File: config.mk
export PLATFORM = sky130hd
export DESIGN_NAME = pp_align_unit
export DESIGN_NICKNAME = d
export VERILOG_FILES = /design/src/rtl/pp_align_unit.sv
export SDC_FILE = /design/constraint.sdc
export NUM_CORES = 1
export LEC_CHECK = 0
export BUFFER_PORTS_ARGS = -buffer_cell sky130_fd_sc_hd__buf_2
export CAP_MARGIN = 20
export CORE_MARGIN = 2
export CORE_UTILIZATION = 25
export DETAILED_ROUTE_END_ITERATION = 7
export PLACE_DENSITY = 0.47
export SYNTH_ARGS = -nofsm -noshare
export SYNTH_HDL_FRONTEND = slang
export SYNTH_SLANG_ARGS = --single-unit
File: constraint.sdc
create_clock -name clk -period 3.5 [get_ports clk]
set_clock_uncertainty 0.1 [all_clocks]
set_input_delay 0 -clock clk [delete_from_list [all_inputs] [get_ports clk]]
set_output_delay 0 -clock clk [all_outputs]
set_load 0.01 [all_outputs]
File: src/rtl/pp_align_unit.sv
`default_nettype none
// ============================================================================
// Module   : pp_align_unit
// Brief    : Three-stage partial-product alignment for the FP MAC datapath.
//            Finds the block maximum exponent over non-zero lanes, right-shifts
//            each lane magnitude by its exponent distance and emits signed
//            two's-complement aligned values plus optional per-lane sticky.
// Revision : 1.0  initial release
// ============================================================================
module pp_align_unit #(
    parameter int N       = 4,
    parameter int EXP_W   = 5,
    parameter int MAN_W   = 4,
    parameter int ALIGN_W = 16,
    parameter int STICKY  = 1
) (
    input  logic                 clk,
    input  logic                 rst,
    input  logic                 in_valid,
    output logic                 in_ready,
    input  logic [N*EXP_W-1:0]   in_exp,
    input  logic [N-1:0]         in_sign,
    input  logic [N*MAN_W-1:0]   in_mag,
    output logic                 out_valid,
    input  logic                 out_ready,
    output logic [N*ALIGN_W-1:0] out_pp,
    output logic [EXP_W-1:0]     out_exp_max,
    output logic [N-1:0]         out_sticky
);

    // Aligned magnitude field width (output width minus the sign bit) and the
    // number of zero bits appended below the magnitude inside that field.
    localparam int FIELD_W = ALIGN_W - 1;
    localparam int PAD_W   = FIELD_W - MAN_W;

    // ------------------------------------------------------------------------
    // Pipeline state
    // ------------------------------------------------------------------------
    logic                   s1_valid_q,   s1_valid_d;
    logic [N-1:0]           s1_sign_q,    s1_sign_d;
    logic [N*MAN_W-1:0]     s1_mag_q,     s1_mag_d;
    logic [N*EXP_W-1:0]     s1_diff_q,    s1_diff_d;
    logic [EXP_W-1:0]       s1_exp_max_q, s1_exp_max_d;

    logic                   s2_valid_q,   s2_valid_d;
    logic [N-1:0]           s2_sign_q,    s2_sign_d;
    logic [N*FIELD_W-1:0]   s2_shf_q,     s2_shf_d;
    logic [N-1:0]           s2_sticky_q,  s2_sticky_d;
    logic [EXP_W-1:0]       s2_exp_max_q, s2_exp_max_d;

    logic                   out_valid_q,   out_valid_d;
    logic [N*ALIGN_W-1:0]   out_pp_q,      out_pp_d;
    logic [EXP_W-1:0]       out_exp_max_q, out_exp_max_d;
    logic [N-1:0]           out_sticky_q,  out_sticky_d;

    // ------------------------------------------------------------------------
    // Combinational datapath
    // ------------------------------------------------------------------------
    logic                   w_en;
    logic [EXP_W-1:0]       w_exp_max;
    logic [N*EXP_W-1:0]     w_diff;
    logic [N*FIELD_W-1:0]   w_shf;
    logic [N-1:0]           w_stk;
    logic [N*ALIGN_W-1:0]   w_pp;

    // The whole pipe moves together; it only freezes when a valid output is
    // being held back by the consumer.
    assign w_en     = !out_valid_q || out_ready;
    assign in_ready = w_en;

    // Block maximum exponent: zero-magnitude lanes do not participate, and an
    // all-zero beat falls out naturally as 0 because the search starts at 0.
    always_comb begin
        w_exp_max = '0;
        for (int i = 0; i < N; i++) begin
            if ((in_mag[i*MAN_W +: MAN_W] != '0) &&
                (in_exp[i*EXP_W +: EXP_W] > w_exp_max)) begin
                w_exp_max = in_exp[i*EXP_W +: EXP_W];
            end
        end
    end

    // Per-lane shift distance; zero lanes are forced to 0 so they never shift.
    always_comb begin
        w_diff = '0;
        for (int i = 0; i < N; i++) begin
            if (in_mag[i*MAN_W +: MAN_W] != '0) begin
                w_diff[i*EXP_W +: EXP_W] = w_exp_max - in_exp[i*EXP_W +: EXP_W];
            end
        end
    end

    // Stage 2 lanes: place magnitude at the top of the field, shift right by
    // the registered distance and optionally collect the bits that fall off.
    for (genvar gi = 0; gi < N; gi++) begin : g_lane
        logic [FIELD_W-1:0] w_field;
        logic [EXP_W-1:0]   w_lane_diff;
        logic               w_sat;

        assign w_lane_diff = s1_diff_q[gi*EXP_W +: EXP_W];
        assign w_field     = FIELD_W'(s1_mag_q[gi*MAN_W +: MAN_W]) << PAD_W;
        // A distance of a full field or more pushes every bit out.
        assign w_sat       = (32'(w_lane_diff) >= FIELD_W);
        assign w_shf[gi*FIELD_W +: FIELD_W] = w_sat ? '0 : (w_field >> w_lane_diff);

        if (STICKY != 0) begin : g_sticky
            logic [FIELD_W-1:0] w_lost_mask;
            // Mask of the low bits that the shift discards.
            assign w_lost_mask = w_sat ? '1 : ~({FIELD_W{1'b1}} << w_lane_diff);
            assign w_stk[gi]   = |(w_field & w_lost_mask);
        end else begin : g_no_sticky
            assign w_stk[gi] = 1'b0;
        end
    end

    // Stage 3 sign application: negating a zero magnitude wraps back to 0,
    // so a negative zero can never reach the adder tree.
    always_comb begin
        logic [ALIGN_W-1:0] v_ext;
        v_ext = '0;
        w_pp  = '0;
        for (int i = 0; i < N; i++) begin
            v_ext = {1'b0, s2_shf_q[i*FIELD_W +: FIELD_W]};
            w_pp[i*ALIGN_W +: ALIGN_W] = s2_sign_q[i] ? -v_ext : v_ext;
        end
    end

    // Next-state for every stage: hold everything while stalled, otherwise
    // advance one stage (bubbles included, nothing is collapsed).
    always_comb begin
        s1_valid_d    = s1_valid_q;
        s1_sign_d     = s1_sign_q;
        s1_mag_d      = s1_mag_q;
        s1_diff_d     = s1_diff_q;
        s1_exp_max_d  = s1_exp_max_q;
        s2_valid_d    = s2_valid_q;
        s2_sign_d     = s2_sign_q;
        s2_shf_d      = s2_shf_q;
        s2_sticky_d   = s2_sticky_q;
        s2_exp_max_d  = s2_exp_max_q;
        out_valid_d   = out_valid_q;
        out_pp_d      = out_pp_q;
        out_exp_max_d = out_exp_max_q;
        out_sticky_d  = out_sticky_q;
        if (w_en) begin
            s1_valid_d    = in_valid;
            s1_sign_d     = in_sign;
            s1_mag_d      = in_mag;
            s1_diff_d     = w_diff;
            s1_exp_max_d  = w_exp_max;

            s2_valid_d    = s1_valid_q;
            s2_sign_d     = s1_sign_q;
            s2_shf_d      = w_shf;
            s2_sticky_d   = w_stk;
            s2_exp_max_d  = s1_exp_max_q;

            out_valid_d   = s2_valid_q;
            out_pp_d      = w_pp;
            out_exp_max_d = s2_exp_max_q;
            out_sticky_d  = s2_sticky_q;
        end
    end

    // Pipeline registers; the asynchronous reset discards in-flight beats.
    always_ff @(posedge clk or negedge rst) begin
        if (!rst) begin
            s1_valid_q    <= 1'b0;
            s1_sign_q     <= '0;
            s1_mag_q      <= '0;
            s1_diff_q     <= '0;
            s1_exp_max_q  <= '0;
            s2_valid_q    <= 1'b0;
            s2_sign_q     <= '0;
            s2_shf_q      <= '0;
            s2_sticky_q   <= '0;
            s2_exp_max_q  <= '0;
            out_valid_q   <= 1'b0;
            out_pp_q      <= '0;
            out_exp_max_q <= '0;
            out_sticky_q  <= '0;
        end else begin
            s1_valid_q    <= s1_valid_d;
            s1_sign_q     <= s1_sign_d;
            s1_mag_q      <= s1_mag_d;
            s1_diff_q     <= s1_diff_d;
            s1_exp_max_q  <= s1_exp_max_d;
            s2_valid_q    <= s2_valid_d;
            s2_sign_q     <= s2_sign_d;
            s2_shf_q      <= s2_shf_d;
            s2_sticky_q   <= s2_sticky_d;
            s2_exp_max_q  <= s2_exp_max_d;
            out_valid_q   <= out_valid_d;
            out_pp_q      <= out_pp_d;
            out_exp_max_q <= out_exp_max_d;
            out_sticky_q  <= out_sticky_d;
        end
    end

    assign out_valid   = out_valid_q;
    assign out_pp      = out_pp_q;
    assign out_exp_max = out_exp_max_q;
    assign out_sticky  = out_sticky_q;

endmodule
`default_nettype wire

# After elaboration in Yosys (flattened, before gate mapping)
# Index checks and enable logic that the tools add are counted.
[word_totals]
register_bits = 194
in_bits = 44
output_inout_bits = 75
wordCells = 80
[classes]
addsub = 8
n_lt_le_gt_ge = 8
shifts = 8
n_mux = 20
n_bitwise = 8
n_reduce_logical = 14
[op_table]
columns = ["operator", "count"]
rows = [
  ["2-to-1 mux 15 bit", 8],
  ["2-to-1 mux 16 bit", 4],
  ["negator 15 -> 16 bit", 4],
  ["bitwise AND 15 bit", 4],
  ["NOT 15 bit", 4],
  ["OR reduction 15 bit", 4],
  ["left shift 15 x 5 -> 15 bit, first input constant", 4],
  [">> shifter 15 x 5 -> 15 bit", 4],
  ["2-to-1 mux 5 bit", 8],
  [">= comparator 5 x 4 -> 1 bit, second input constant", 4],
  ["subtractor 5 bit", 4],
  ["nonzero test 4 bit", 4],
  ["greater-than comparator 5 bit", 3],
  ["greater-than comparator 5 x 1 -> 1 bit, second input constant", 1],
  ["logical AND 1 bit", 4],
  ["logical NOT 1 bit", 1],
  ["logical OR 1 bit", 1],
]

# Logic depth before layout (Yosys ltp)
[logic_depth]
ltp_word = 14
mapped_depth = 32
depth_no_buf = 29

# Worst setup path before layout
# Ideal clock, no wire load.
[synth_path]
path_type = "input-to-reg"
startpoint = "input port in_mag[1]"
endpoint = "register s1_diff_q[4]"
setup_ps = 145
arrival_time_ps = 6503
required_ps = 3255
slack_ps = -3248
stages = 29
cell_sequence = "or4_1 -> clkbuf_1 -> nand2_1 -> ha_1 -> a211oi_1 -> o221ai_1 -> a31oi_1 -> ha_1 -> a31o_1 -> a2111o_1 -> nand2_1 -> mux2_2 -> ha_1 -> nor2b_1 -> o21a_1 -> o21a_1 -> o21ai_0 -> a221oi_1 -> clkbuf_1 -> inv_1 -> mux2i_1 -> ha_1 -> inv_1 -> fa_1 -> a21o_1 -> a21oi_1 -> xor2_1 -> xnor2_1 -> o31ai_2"
[synth_between]
elab_chain_cells = 14
[synth_lines]
columns = ["item", "line", "source"]
rows = [
  ["start: declaration", "23", "input logic [N*MAN_W-1:0] in_mag,"],
  ["nonzero test 4 bit (*)", "76, 87", ""],
  ["logical AND 1 bit", "76", "if ((in_mag[i*MAN_W +: MAN_W] != '0) &&"],
  ["2-to-1 mux 5 bit", "76", ""],
  ["greater-than comparator 5 bit", "77", "(in_exp[i*EXP_W +: EXP_W] > w_exp_max)) begin"],
  ["logical AND 1 bit", "76", ""],
  ["2-to-1 mux 5 bit", "76", ""],
  ["greater-than comparator 5 bit", "77", ""],
  ["logical AND 1 bit", "76", ""],
  ["2-to-1 mux 5 bit", "76", ""],
  ["greater-than comparator 5 bit", "77", ""],
  ["logical AND 1 bit", "76", ""],
  ["2-to-1 mux 5 bit", "76", ""],
  ["subtractor 5 bit", "88", "w_diff[i*EXP_W +: EXP_W] = w_exp_max - in_exp[i*EXP_W +: EXP_W];"],
  ["2-to-1 mux 5 bit (*)", "87", "if (in_mag[i*MAN_W +: MAN_W] != '0) begin"],
  ["end signal: assignment", "186", "s1_diff_q <= s1_diff_d;"],
  ["end: declaration", "42", "logic [N*EXP_W-1:0] s1_diff_q, s1_diff_d;"],
]
# Mark *: on every way between the ends. The rest lies on a longest branch, timed or not.
# A chain may end at the register's enable or synchronous reset.

# Worst setup path after layout
[layout_path]
startpoint = "input port in_mag[2]"
endpoint = "register s1_diff_q[9]"
[layout_between]
elab_chain_cells = 14
[layout_lines]
columns = ["item", "line"]
rows = [
  ["nonzero test 4 bit (*)", "76"],
  ["logical AND 1 bit (*)", "76"],
  ["2-to-1 mux 5 bit (*)", "76"],
  ["greater-than comparator 5 bit", "77"],
  ["logical AND 1 bit", "76"],
  ["2-to-1 mux 5 bit (*)", "76"],
  ["greater-than comparator 5 bit", "77"],
  ["logical AND 1 bit", "76"],
  ["2-to-1 mux 5 bit (*)", "76"],
  ["greater-than comparator 5 bit", "77"],
  ["logical AND 1 bit", "76"],
  ["2-to-1 mux 5 bit (*)", "76"],
  ["subtractor 5 bit (*)", "88"],
  ["2-to-1 mux 5 bit (*)", "87"],
]
# Marks and branches as above.

==> reports/summary.txt <==
Die area -> 0.0432 mm²
Antenna diode count -> 0
Max-capacitance violation count -> 0
GR Overflow Total -> 0
Port buffer count -> 118
Antenna Violating Nets Remaining -> 0
Non-filler cells in the finished layout -> 1916
Portion of the post-synthesis area used by sequential elements -> 46.7%
Arrival time worst endpoint -> 5.84 ns
Post-Place Cells -> 1833
Number of warnings reported in the yosys synthesis log -> 0
RSZ-0062 raised after global routing -> yes
Die outline width -> 208 µm
Final standard cell area without fillers -> 0.0136 mm²
Clock tree root driver cell -> clkbuf_16
Starting density of the core -> 25.4%
Via/cell ratio -> 4.59
Number of enable flip-flop cells after synthesis -> 0
Multi-input gate area -> 0.00554 mm²
Final setup fails -> 25
DPL Wire Length -> 20200 µm
Number of hold violations in the final report -> 0
Worst Hold Margin -> 0.0248 ns
Die Y -> 208 µm
Avg Cell Area, Syn -> 8.93 µm²
Most frequent cell after synthesis -> nand2_1
DP Worst Slack -> -2.69 ns
Clk slew on worst S/H paths -> 0.07 ns
PwrDens -> 823 mW/mm²
Total wirelength of the detailed-routed design -> 28200 µm
Count of nets after finishing -> 1451
Transition time at the pin with the least slew margin -> 0.862 ns
Count of mapped cells out of synthesis -> 1163
Fraction of final layout cells sized beyond drive strength 1 -> 24.7%
Data required, critical path -> 3.76 ns
Final Worst Setup Slack -> -2.08 ns
Maximum number of pins on one net before global-route repair -> 191
TritonCTS clock tree -> done
Static leakage -> 6.36 nW
Number of fill cells -> 4300
Result of the run -> complete, but fails checks
Worst supply voltage drop on vdd -> 0.304 mV
Max Fclk -> 179 MHz
Drt initial violations -> 601
Number of buffers added by the clock tree synthesis step -> 17
CORE AREA -> 0.0409 mm²
Cell with the most instances on the worst path -> ha_1
Distinct cell type count after synthesis -> 64
Proportion of register bits with asynchronous set or reset after synthesis -> 100%
Global placement routability congestion -> 0.828
Via count of the first global-routing pass -> 8684
Total I/O pin count -> 119
Clock latency reported for the late side of the worst-skew pair -> 0.46 ns
Rows -> 74
Total number of vias -> 8794
Worst hold-check path type -> input port to flop
Count of H-tree levels built during CTS -> 4
Critical Path End Type -> flop
Crit path max fanout -> 7
Overall Global Routing Usage -> 13.5%
Violated checks -> setup timing
Storage element area -> 0.00485 mm²
Utilization of the core after routing -> 33.3%
Minimum clock period after layout -> 5.58 ns
Dominant register cell in the synthesized netlist -> dfrtp_1
Master of the slowest instance on the critical path -> or4_4
CTS max path bufs -> 2
Placed Area -> 0.0122 mm²
Synth Cell Area -> 0.0104 mm²
Setup Total Neg Slack -> -40.13 ns
Cell taking the most area after synthesis -> dfrtp_1
Area share of the leading cell type in the synthesized netlist -> 46.7%
Post-detailed-route DRC marker count -> 0
Kind of launch point of the worst setup path -> input port
Signed area change from the synthesized netlist to the final layout -> 31.1%
Power after layout -> 11.2 mW
Top cell types by occurrence after synthesis -> 305 x nand2_1, 194 x dfrtp_1, 118 x o21ai_0
1st-pass router iterations -> 6
Number of antenna violations at the first check in global routing -> 2
CTS Sinks -> 194
First-pass GRT wire length -> 47300 µm
Classification of the worst setup path -> input port to flop
Routed length per placed instance -> 14.7 µm
Count of final max-slew check failures -> 0
Tcrit/Tclk final -> 159%
Synthesized flop and latch total -> 194
Maximum single-stage delay on the critical path -> 0.60 ns
Number of nets in the synthesized netlist -> 1243
Relative slew margins -> 42.5%
Top cells by area in the synthesized netlist -> dfrtp_1 47%, nand2_1 11%, o21ai_0 5.7%
==> power breakdown <==
| part | internal, mW | switching [mW] |
|---|---|---|
| logic | 2.47 | 2.79 |
| clock network | 1.01 | 0.941 |
| registers | 3.05 | 0.949 |
==> cells in the final DEF (no fill, tap or decap), types with 11 or more instances in the layout <==
| master | instances |
|---|---|
| xor2_1 | 38 |
| buf_6 | 14 |
| ha_4 | 11 |
| dfrtp_1 | 194 |
| buf_4 | 86 |
| buf_2 | 115 |
| nand3_1 | 13 |
| o21ai_0 | 108 |
| clkbuf_16 | 17 |
| nand2_1 | 295 |
| o22ai_1 | 20 |
| a21o_1 | 11 |
| inv_1 | 40 |
| a21oi_2 | 11 |
| or3_1 | 17 |
| a21oi_1 | 20 |
| o31ai_1 | 26 |
| nand2b_1 | 11 |
| a22o_1 | 19 |
| dlygate4sd3_1 | 33 |
| ha_1 | 19 |
| nor2_1 | 40 |
| nor3_1 | 15 |
| xnor2_1 | 28 |
| mux2i_1 | 17 |
==> metal layers <==
layer | share of wire [%] | GRT usage, %
met5 | 0 | 0
met4 | 1.5 | 4.33
met3 | 3.5 | 2.62
met2 | 45 | 20.9
met1 | 50 | 19.0
==> sequential cells by signal, summed over array words and instances (netlist names) <==
name          cells
out_sticky        4
s1_sign_q         4
s2_sticky_q       4
s2_exp_max_q      5
out_exp_max       5
s2_sign_q         4
s2_shf_q         60
s1_exp_max_q      5
s2_valid_q        1
out_valid         1
s1_mag_q         16
s1_diff_q        20
out_pp           64
s1_valid_q        1
==> path summary, 6_finish.rpt <==
path | start | endpoint | slack [ns] | depth (start not counted)
max in group asynchronous | rst | out_pp[11] | 2.33 | 3
worst min register to register | out_pp[15] | out_pp[15] | 0.36 | 2
worst min-delay path | in_mag[10] | s1_diff_q[11] | 0.02 | 5
min in group asynchronous | rst | s1_valid_q | 0.03 | 2
worst max-delay path | in_mag[2] | s1_diff_q[9] | -2.08 | 29
worst max register to register | s2_shf_q[47] | out_pp[59] | 0.71 | 7
==> cells by family after synthesis <==
family / after synthesis / share of synthesized area, %
DFF: 194 / 46.7
xor gates and xnor gates: 67 / 5.65
muxes: 27 / 2.70
AOI/OAI and AO/OA: 281 / 17.5
buffers and inverters: 110 / 4.05
and+or+nand+nor: 448 / 18.8
adders and majority gates: 36 / 4.62
==> timing repair <==
action                                  in CTS  in global routing
hold buffers                                32                  1
endpoints found under the hold margin      110                  1
gates resized for setup                     42                 40
endpoints found under the setup margin      25                 25
setup buffers                               11                  8
pin swaps                                   30                 29
==> critical path, delay by kind of cell <==
family                     cells  cell delay, ns
AOI/OAI and AO/OA             12            2.19
adders and majority gates      5            1.47
and+or+nand+nor                4            1.07
muxes                          2            0.53
xor gates and xnor gates       2            0.30
buffers and inverters          4            0.25
==> layout make-up <==
cell class	instances	share of cell area [%]
inverters	45	1.29
well taps	532	4.89
flip-flops and latches	194	35.6
clock buffers	18	3.22
multi-input cells	859	40.7
clock inverters	14	0.946
repair buffers	254	13.3
(Power assumes the default switching activity.)
